`config.mk`:
```
export PLATFORM = sky130hd
export DESIGN_NAME = prio_wrr_scheduler
export DESIGN_NICKNAME = d
export VERILOG_FILES = /design/src/rtl/hydra_sched_pkg.sv /design/src/rtl/prio_wrr_scheduler_prio_pick.sv /design/src/rtl/prio_wrr_scheduler.sv
export SDC_FILE = /design/constraint.sdc
export NUM_CORES = 1
export LEC_CHECK = 0
export BUFFER_PORTS_ARGS = -buffer_cell sky130_fd_sc_hd__buf_2
export CAP_MARGIN = 25
export CORE_MARGIN = 2
export CORE_UTILIZATION = 37
export CTS_BUF_LIST = sky130_fd_sc_hd__clkbuf_2
export CTS_CLUSTER_DIAMETER = 80
export DETAILED_ROUTE_END_ITERATION = 8
export GPL_TIMING_DRIVEN = 0
export PLACE_DENSITY = 0.6
export SYNTH_ARGS = -nofsm -noshare
export SYNTH_HDL_FRONTEND = slang
export SYNTH_HIERARCHICAL = 1
export SYNTH_SLANG_ARGS = --single-unit
```
`constraint.sdc`:
```
create_clock -name clk -period 9.35 [get_ports clk]
set_clock_uncertainty 0.1 [all_clocks]
set_input_delay 1.4025 -clock clk [delete_from_list [all_inputs] [get_ports clk]]
set_output_delay 1.4025 -clock clk [all_outputs]
set_load 0.01 [all_outputs]
```
`src/rtl/hydra_sched_pkg.sv`:
```
// Shared definitions for the hydra output-port schedulers.
//   NUM_PRIO / PRIO_W : number of priority queues per port and index width
//   WEIGHT            : WRR weight per priority, WEIGHT[p] = p+1 (36 grants per round)
//   sched_state_t     : scheduler FSM states
package hydra_sched_pkg;

  localparam int NUM_PRIO = 8;
  localparam int PRIO_W   = 3;

  localparam int WEIGHT [NUM_PRIO] = '{1, 2, 3, 4, 5, 6, 7, 8};

  typedef enum logic {
    IDLE = 1'b0,
    XFER = 1'b1
  } sched_state_t;

endpackage

```
`src/rtl/prio_wrr_scheduler_prio_pick.sv`:
```
// prio_pick: combinational highest-set-bit encoder.
// Ports:
//   mask  in  N  candidate bits, bit N-1 is most important
//   idx   out W  index of the highest set bit (0 when none set)
//   found out 1  at least one bit of mask is set
module prio_pick
  import hydra_sched_pkg::*;
#(
  parameter int N = NUM_PRIO,
  parameter int W = PRIO_W
) (
  input  logic [N-1:0] mask,
  output logic [W-1:0] idx,
  output logic         found
);

  // Ascending scan: the last hit wins, which is the highest set bit.
  always_comb begin
    idx   = '0;
    found = 1'b0;
    for (int i = 0; i < N; i++) begin
      if (mask[i]) begin
        idx   = W'(i);
        found = 1'b1;
      end
    end
  end

endmodule

```
`src/rtl/prio_wrr_scheduler.sv`:
```
// prio_wrr_scheduler: per-output-port packet scheduler.
// Picks one of NUM_PRIO queues when the downstream port is ready, using strict
// priority or weighted round robin, issues a one-cycle grant and then waits
// for the packet's end-of-packet (guarded by a watchdog) before the next pick.
// Ports:
//   clk, rst      clock, synchronous active-high reset
//   wrr_en        1 = weighted round robin, 0 = strict priority
//   ready         downstream wants the next packet (level or pulse)
//   q_nonempty    bit p = queue p holds a complete packet
//   pkt_eop       read engine finished the granted packet
//   grant         one-cycle pulse, read queue grant_prio
//   grant_prio    selected queue, held after the grant
//   busy          transfer in flight
//   timeout_err   one-cycle pulse when the watchdog expires
module prio_wrr_scheduler #(
  parameter int NUM_PRIO = hydra_sched_pkg::NUM_PRIO,
  parameter int PRIO_W   = hydra_sched_pkg::PRIO_W,
  parameter int CRED_W   = 4,
  parameter int TIMEOUT  = 1024,
  parameter int TO_W     = 11
) (
  input  logic              clk,
  input  logic              rst,
  input  logic              wrr_en,
  input  logic              ready,
  input  logic [NUM_PRIO-1:0] q_nonempty,
  input  logic              pkt_eop,
  output logic              grant,
  output logic [PRIO_W-1:0] grant_prio,
  output logic              busy,
  output logic              timeout_err
);

  import hydra_sched_pkg::*;

  sched_state_t      state_reg, state_next;
  logic              ready_pend_reg, ready_pend_next;
  logic [TO_W-1:0]   wd_reg, wd_next;
  logic              grant_reg, grant_next;
  logic [PRIO_W-1:0] grant_prio_reg, grant_prio_next;
  logic              timeout_err_reg, timeout_err_next;
  logic [CRED_W-1:0] cred_reg  [NUM_PRIO];
  logic [CRED_W-1:0] cred_next [NUM_PRIO];

  logic [NUM_PRIO-1:0] eligible;
  logic [PRIO_W-1:0]   el_idx, ne_idx, sel;
  logic                el_found, ne_found;

  // A queue is WRR-eligible only with a packet waiting and credit left.
  for (genvar gi = 0; gi < NUM_PRIO; gi++) begin : g_elig
    assign eligible[gi] = q_nonempty[gi] & (cred_reg[gi] != '0);
  end

  prio_pick #(.N(NUM_PRIO), .W(PRIO_W)) u_pick_elig (
    .mask  (eligible),
    .idx   (el_idx),
    .found (el_found)
  );

  prio_pick #(.N(NUM_PRIO), .W(PRIO_W)) u_pick_ne (
    .mask  (q_nonempty),
    .idx   (ne_idx),
    .found (ne_found)
  );

  // Strict mode and the WRR reload case both take the highest nonempty queue.
  assign sel = (wrr_en && el_found) ? el_idx : ne_idx;

  always_comb begin
    state_next       = state_reg;
    ready_pend_next  = ready_pend_reg | ready;
    wd_next          = wd_reg;
    grant_next       = 1'b0;
    grant_prio_next  = grant_prio_reg;
    timeout_err_next = 1'b0;
    for (int p = 0; p < NUM_PRIO; p++) begin
      cred_next[p] = cred_reg[p];
    end

    case (state_reg)
      IDLE: begin
        if ((ready || ready_pend_reg) && ne_found) begin
          state_next      = XFER;
          grant_next      = 1'b1;
          grant_prio_next = sel;
          wd_next         = '0;
          ready_pend_next = 1'b0;
          if (wrr_en) begin
            if (el_found) begin
              cred_next[el_idx] = cred_reg[el_idx] - 1'b1;
            end else begin
              // Round exhausted: reload everyone and charge this grant.
              for (int p = 0; p < NUM_PRIO; p++) begin
                cred_next[p] = CRED_W'(WEIGHT[p]);
              end
              cred_next[ne_idx] = CRED_W'(WEIGHT[ne_idx] - 1);
            end
          end
        end
      end
      XFER: begin
        if (pkt_eop) begin
          state_next = IDLE;
        end else if (wd_reg == TO_W'(TIMEOUT - 1)) begin
          // Abort: the consumed credit stays consumed, pending ready dropped.
          state_next       = IDLE;
          timeout_err_next = 1'b1;
          ready_pend_next  = 1'b0;
        end else begin
          wd_next = wd_reg + 1'b1;
        end
      end
      default: state_next = IDLE;
    endcase
  end

  always_ff @(posedge clk) begin
    if (rst) begin
      state_reg       <= IDLE;
      ready_pend_reg  <= 1'b0;
      wd_reg          <= '0;
      grant_reg       <= 1'b0;
      grant_prio_reg  <= '0;
      timeout_err_reg <= 1'b0;
      for (int p = 0; p < NUM_PRIO; p++) begin
        cred_reg[p] <= CRED_W'(WEIGHT[p]);
      end
    end else begin
      state_reg       <= state_next;
      ready_pend_reg  <= ready_pend_next;
      wd_reg          <= wd_next;
      grant_reg       <= grant_next;
      grant_prio_reg  <= grant_prio_next;
      timeout_err_reg <= timeout_err_next;
      for (int p = 0; p < NUM_PRIO; p++) begin
        cred_reg[p] <= cred_next[p];
      end
    end
  end

  assign grant       = grant_reg;
  assign grant_prio  = grant_prio_reg;
  assign busy        = (state_reg == XFER);
  assign timeout_err = timeout_err_reg;

endmodule

```
# After elaboration in Yosys (flattened, before gate mapping)
# Memories as Yosys holds them, arrays and structs flattened.
# Cells that the tools add are included.
totals:
  regBits: 18
  ram_bits: 32
  rom_bits: 256
  input_bits: 13
  output_inout_bits: 6
  elab_cells: 125
  n_memories: 2
memory_table:
  columns: ["name", "words", "width", "read_ports", "rd_ports_with_merged_regs", "wr", "line_no", "text"]
  rows:
  - ["(name not given)", 8, 32, 1, 0, 0, "prio_wrr_scheduler.sv:96", "cred_next[ne_idx] = CRED_W'(WEIGHT[ne_idx] - 1);"]
  - ["cred_reg", 8, 4, 9, 0, 8, "prio_wrr_scheduler.sv:42", "logic [CRED_W-1:0] cred_reg [NUM_PRIO];"]
op_classes:
  n_addsub: 3
  n_lt_le_gt_ge: 4
  n_eq_ne: 4
  n_mux: 66
  bitwise: 23
  reduce_logical: 17
ops:
  columns: ["operator", "count"]
  rows:
  - ["32-bit two-way mux", 4]
  - ["4-bit two-way mux", 12]
  - ["11-bit two-way mux", 3]
  - ["32-bit bitwise mux", 1]
  - ["4-bit nonzero test", 8]
  - ["1-bit two-way mux", 28]
  - ["3-bit two-way mux", 9]
  - ["4-bit demux with 3-bit select", 2]
  - ["11-bit case mux with 2 select lines", 1]
  - ["19-bit bitwise AND", 1]
  - ["13-bit inverter", 1]
  - ["13-bit bitwise OR", 1]
  - ["11-bit by 1-bit adder with 11-bit output, second input constant", 1]
  - ["11-bit by 10-bit == test with 1-bit output, second input constant", 1]
  - ["1-bit bitwise OR", 9]
  - ["1-bit bitwise AND", 8]
  - ["4-bit greater-or-equal comparator, second input constant", 2]
  - ["4-bit by 1-bit < comparator with 1-bit output, second input constant", 2]
  - ["2-bit two-way mux", 4]
  - ["3-bit inverter with 4-bit output", 2]
  - ["2-bit != test, second input constant", 3]
  - ["1-bit logical AND", 4]
  - ["1-bit case mux with 2 select lines", 2]
  - ["4-bit by 1-bit subtractor with 4-bit output, second input constant", 1]
  - ["7 further kinds", 7]

# Longest topological paths before layout
# An unclocked memory read counts as a cell.
depth:
  depth_word: 21
  depth_mapped: 14
  mapped_depth_nobuf: 13

# Cells and area by module
# The synthesis kept the hierarchy.
by_module_without_submodules:
  columns: ["mod", "n_inst", "cells_per_inst", "area_each_um2", "seq_area_each_um2"]
  rows:
  - ["prio_wrr_scheduler", 1, 379, 3051.7, 1001.0]
  - ["prio_pick", 2, 12, 57.6, 0.0]

# Least setup slack after synthesis
# Ideal clock, no wire load.
synth_timing:
  path_kind: "input to register"
  startpoint: "input q_nonempty[2]"
  endpoint: "memory cred_reg[7][2]"
  arrival_ns: 3.755
  t_required_ns: 9.176
  slack_ns: 5.420
  path_stages: 12
  cell_sequence: "o41a_1 -> nor2_1 -> o31ai_1 -> buf_6 -> mux2i_1 -> o21ai_1 -> a211o_2 -> inv_2 -> ha_1 -> xnor2_4 -> or3b_1 -> a31oi_1"
synth_lines:
  columns: ["item", "line_no", "text"]
  rows:
  - ["start: declaration", "prio_wrr_scheduler.sv:26", "input logic [NUM_PRIO-1:0] q_nonempty,"]
  - ["end: declaration", "prio_wrr_scheduler.sv:42", null]

==> results.md <==
Worst setup path:
- The type of destination of the critical path is a register.
- For this design, the slowest cell found on the critical path is sky130_fd_sc_hd__o31ai_1.
- Traced cell by cell, the critical path runs through buf_2, o41a_1, nor2_1, o31ai_1, buf_6, mux2i_1, o21ai_1, a211o_2, inv_2, ha_1, nand2b_1, o21ai_0, mux2i_1, nor2_1.
- The data required time of the critical path is about 9.7 ns.
- The sort of element at the start of the critical path is a primary input.
- The largest stage delay on the critical path is between 0.5 and 0.6 ns.
- Among cell families on the critical path, the largest total delay comes from compound AO/OA/AOI/OAI gates.
- The critical path in this run is classified as in2reg.
- The largest fanout on the critical path is 10.
- The most critical setup path has its startpoint at q_nonempty[2].
- The number of buffer and inverter stages on the critical path is 3.
- The beginning of the worst register-to-register path is cred_reg[4][3].
- The arrival time reported for the critical path endpoint is 4.56 ns.

Hold path:
- The worst hold path begins at wd_reg[10].
- The type of the tightest min-delay check is reg2reg.

Cells and area:
- The signed area change from the synthesized netlist to the final layout is 9.28%.
- The design area is roughly 3500 µm².
- The top cell types in the final layout, fill and taps aside, are sky130_fd_sc_hd__nor2_1, sky130_fd_sc_hd__dfxtp_1, sky130_fd_sc_hd__nand2_1, sky130_fd_sc_hd__a21oi_1, sky130_fd_sc_hd__buf_2.
- Of the cells placed in the final design, the portion with a size suffix greater than 1 is 0.121.
- The register with the most flip-flops in the layout has 32 of them.
- For this run, the share of the core covered by cells in the final layout is 0.419.
- The final layout contains between 400 and 500 nets.
- The repair_antennas step left the layout with diodes totalling 0.
- Excluding fillers, the count of instances in the completed layout stands at 534.
- The leading cell type in the layout, fill and taps excluded is sky130_fd_sc_hd__nor2_1.

Timing:
- The final critical-path share of the clock period is 0.453.
- Setup violations remaining at the end of the flow were counted as 0.
- In the final timing run, aggregate negative setup slack is 0 ns.
- The slew at the pin closest to its max-slew limit is slightly above 0.9 ns.
- The number of hold-slack violations in the final timing report is 0.
- The final-report max-slew violation count was 0.
- Timing would allow up to 236 MHz.
- The headroom to the max-slew limit is 0.372.
- The worst path setup slack after routing is about 5.1 ns.
- The worst hold slack across all endpoints is around 0.37 ns.
- Setup repair after global routing left no endpoint under its margin.
- The post-layout minimum cycle time is 4.23 ns.

Detailed routing:
- Dividing the detail-routed wire length by the instance count gives slightly below 20 µm.
- The routed layout has around 3.2k vias.
- The first-pass iteration count of the detailed router is 6.
- The routed wire length is just over 10,000 µm.
- The via count normalized by instance count is between 6 and 7.
- The DRC violations left is 0.
- In this run, the number of DRC markers left after iteration 0 of detailed routing was 394.
- The detail route stage leaves a number of antenna-violating nets equal to 0.

Global route:
- Entering global routing, the biggest net connects 18 pins.
- The all-layer global routing usage is 0.236.
- The initial antenna violation count came to 0.
- The sum of overflow across all layers after global routing is 0.
- The first-pass GRT wire length is between 15,000 and 20,000 µm.
- The number of global-route vias before repair is roughly 3k.

Synthesis:
- The share of async-settable or async-resettable flops after synthesis is 0.
- Counting flops with a built-in enable in the synthesized netlist gives 0.
- The netlist area before placement is ~3200 µm².
- The sequential cell area fraction in the yosys report is 0.316.
- The count of state elements after synthesis is 50.
- The gate count after technology mapping is 403.
- The number of warnings issued by yosys is 6.
- The most used flip-flop cell after synthesis is sky130_fd_sc_hd__dfxtp_1.
- The post-synthesis net count is 420.
- The mean instance size in the synthesized netlist is ~8 µm².
- Counting distinct cell types in the post-synthesis netlist gives 63.

Clock tree:
- The total number of clock tree sinks is 50.
- No sink is reached through more buffers than the 2 on the longest clock path.
- The root buffer cell is sky130_fd_sc_hd__clkbuf_2.
- After clock tree synthesis, the flow added hold-fix buffers numbering 0.
- In this run the number of H-tree levels came out at 2.
- The clock buffer count from CTS is 5.
- TritonCTS built the clock tree.
- Clock-pin slew was measured on the worst setup and hold paths at around 0.28 ns.
- The insertion delay of the later-clocked pin in the worst-skew pair is between 0.4 and 0.5 ns.
- The number of setup buffers added after CTS is 0.
- The number of gates resized after CTS was 0.

Power:
- The power density of the placed cells is 138 nW/µm².
- Summing internal, switching and leakage power gives 477 µW.
- The maximum VDD drop is slightly below 0.07 mV.
- The leakage power is 1.35 nW.

Placement:
- The HPWL after detailed placement is about 7800 µm.
- The number of port buffers is 18.
- The total instance count after detailed placement is approximately 530.
- Before CTS, the worst setup slack after placement is about 4.7 ns.
- The area of placed instances is about 3400 µm².
- The routability-driven placement congestion ratio is roughly 1.

Floorplanning:
- The die is 96.5 µm tall.
- The die covers 9320 µm².
- The area of the core is 8260 µm².
- The number of ports placed on the die boundary is 19.
- The starting density of the core is 0.383.
- The die outline width is ~97 µm.
- The number of placement rows is 33.

Flow run:
- Across the run, the number of max-cap violations was 0.

Outcome:
- The flow ran to the end, and the final reports show no timing, DRC or antenna violations.
layer usage:
| layer | global-route usage | part of all wire | vias to the layer above |
|---|---|---|---|
| li1 | - | - | 1549 |
| met1 | 0.337 | 0.45 | 1493 |
| met2 | 0.359 | 0.44 | 148 |
| met3 | 0.0318 | 0.068 | 36 |
| met4 | 0.0939 | 0.035 | 0 |
| met5 | 0 | 0 | - |
cell type report:
cell class                 count  area [µm²]
sequential                    50        1000
clock buffer                   5        25.0
timing repair buffer          18        90.1
clock inverter                 3        47.5
multi-input combinational    318        1990
tap                          105         131
inverter                      14        52.6
fill                         877        4800
buffer                        21         120
synthesized netlist by cell type, types with 8 or more instances:
master,n,area [µm²]
sky130_fd_sc_hd__dfxtp_1,50,1000
sky130_fd_sc_hd__mux2i_1,15,150
sky130_fd_sc_hd__nand2b_1,8,50.1
sky130_fd_sc_hd__nor2_1,55,206
sky130_fd_sc_hd__o21ai_0,18,90.1
sky130_fd_sc_hd__clkbuf_1,9,33.8
sky130_fd_sc_hd__a21oi_1,30,150
sky130_fd_sc_hd__inv_1,11,41.3
sky130_fd_sc_hd__o41a_1,8,90.1
sky130_fd_sc_hd__nor3_1,11,55.1
sky130_fd_sc_hd__nand3_1,22,110
sky130_fd_sc_hd__nand2_1,36,135
where the power goes:
| part | internal, mW | switching (mW) |
|---|---|---|
| clock network | 0.0467 | 0.0757 |
| registers | 0.220 | 0.00519 |
| logic | 0.0459 | 0.0835 |
| total | 0.312 | 0.164 |
worst paths after layout:
kind	to	slack, ns	depth (start not counted)
setup reg to reg	cred_reg[0][1]	5.47	12
hold reg to reg	wd_reg[10]	0.37	2
setup / recovery	cred_reg[0][1]	5.12	14
hold / removal	wd_reg[10]	0.37	2
logic make-up after synthesis:
kind of cell	synth area share
DFF	0.316
buffers and inverters	0.0545
adders and majority gates	0.0158
and+or+nand+nor	0.273
xor gates and xnor gates	0.0395
AOI/OAI and AO/OA	0.254
muxes	0.0474
tightest hold or removal path, cell delays in order, from the launching register on:
cell                       delay, ns
sky130_fd_sc_hd__dfxtp_1        0.38
sky130_fd_sc_hd__inv_1          0.05
sky130_fd_sc_hd__a311oi_1       0.03
No activity file was read; power rests on OpenSTA's default activity.
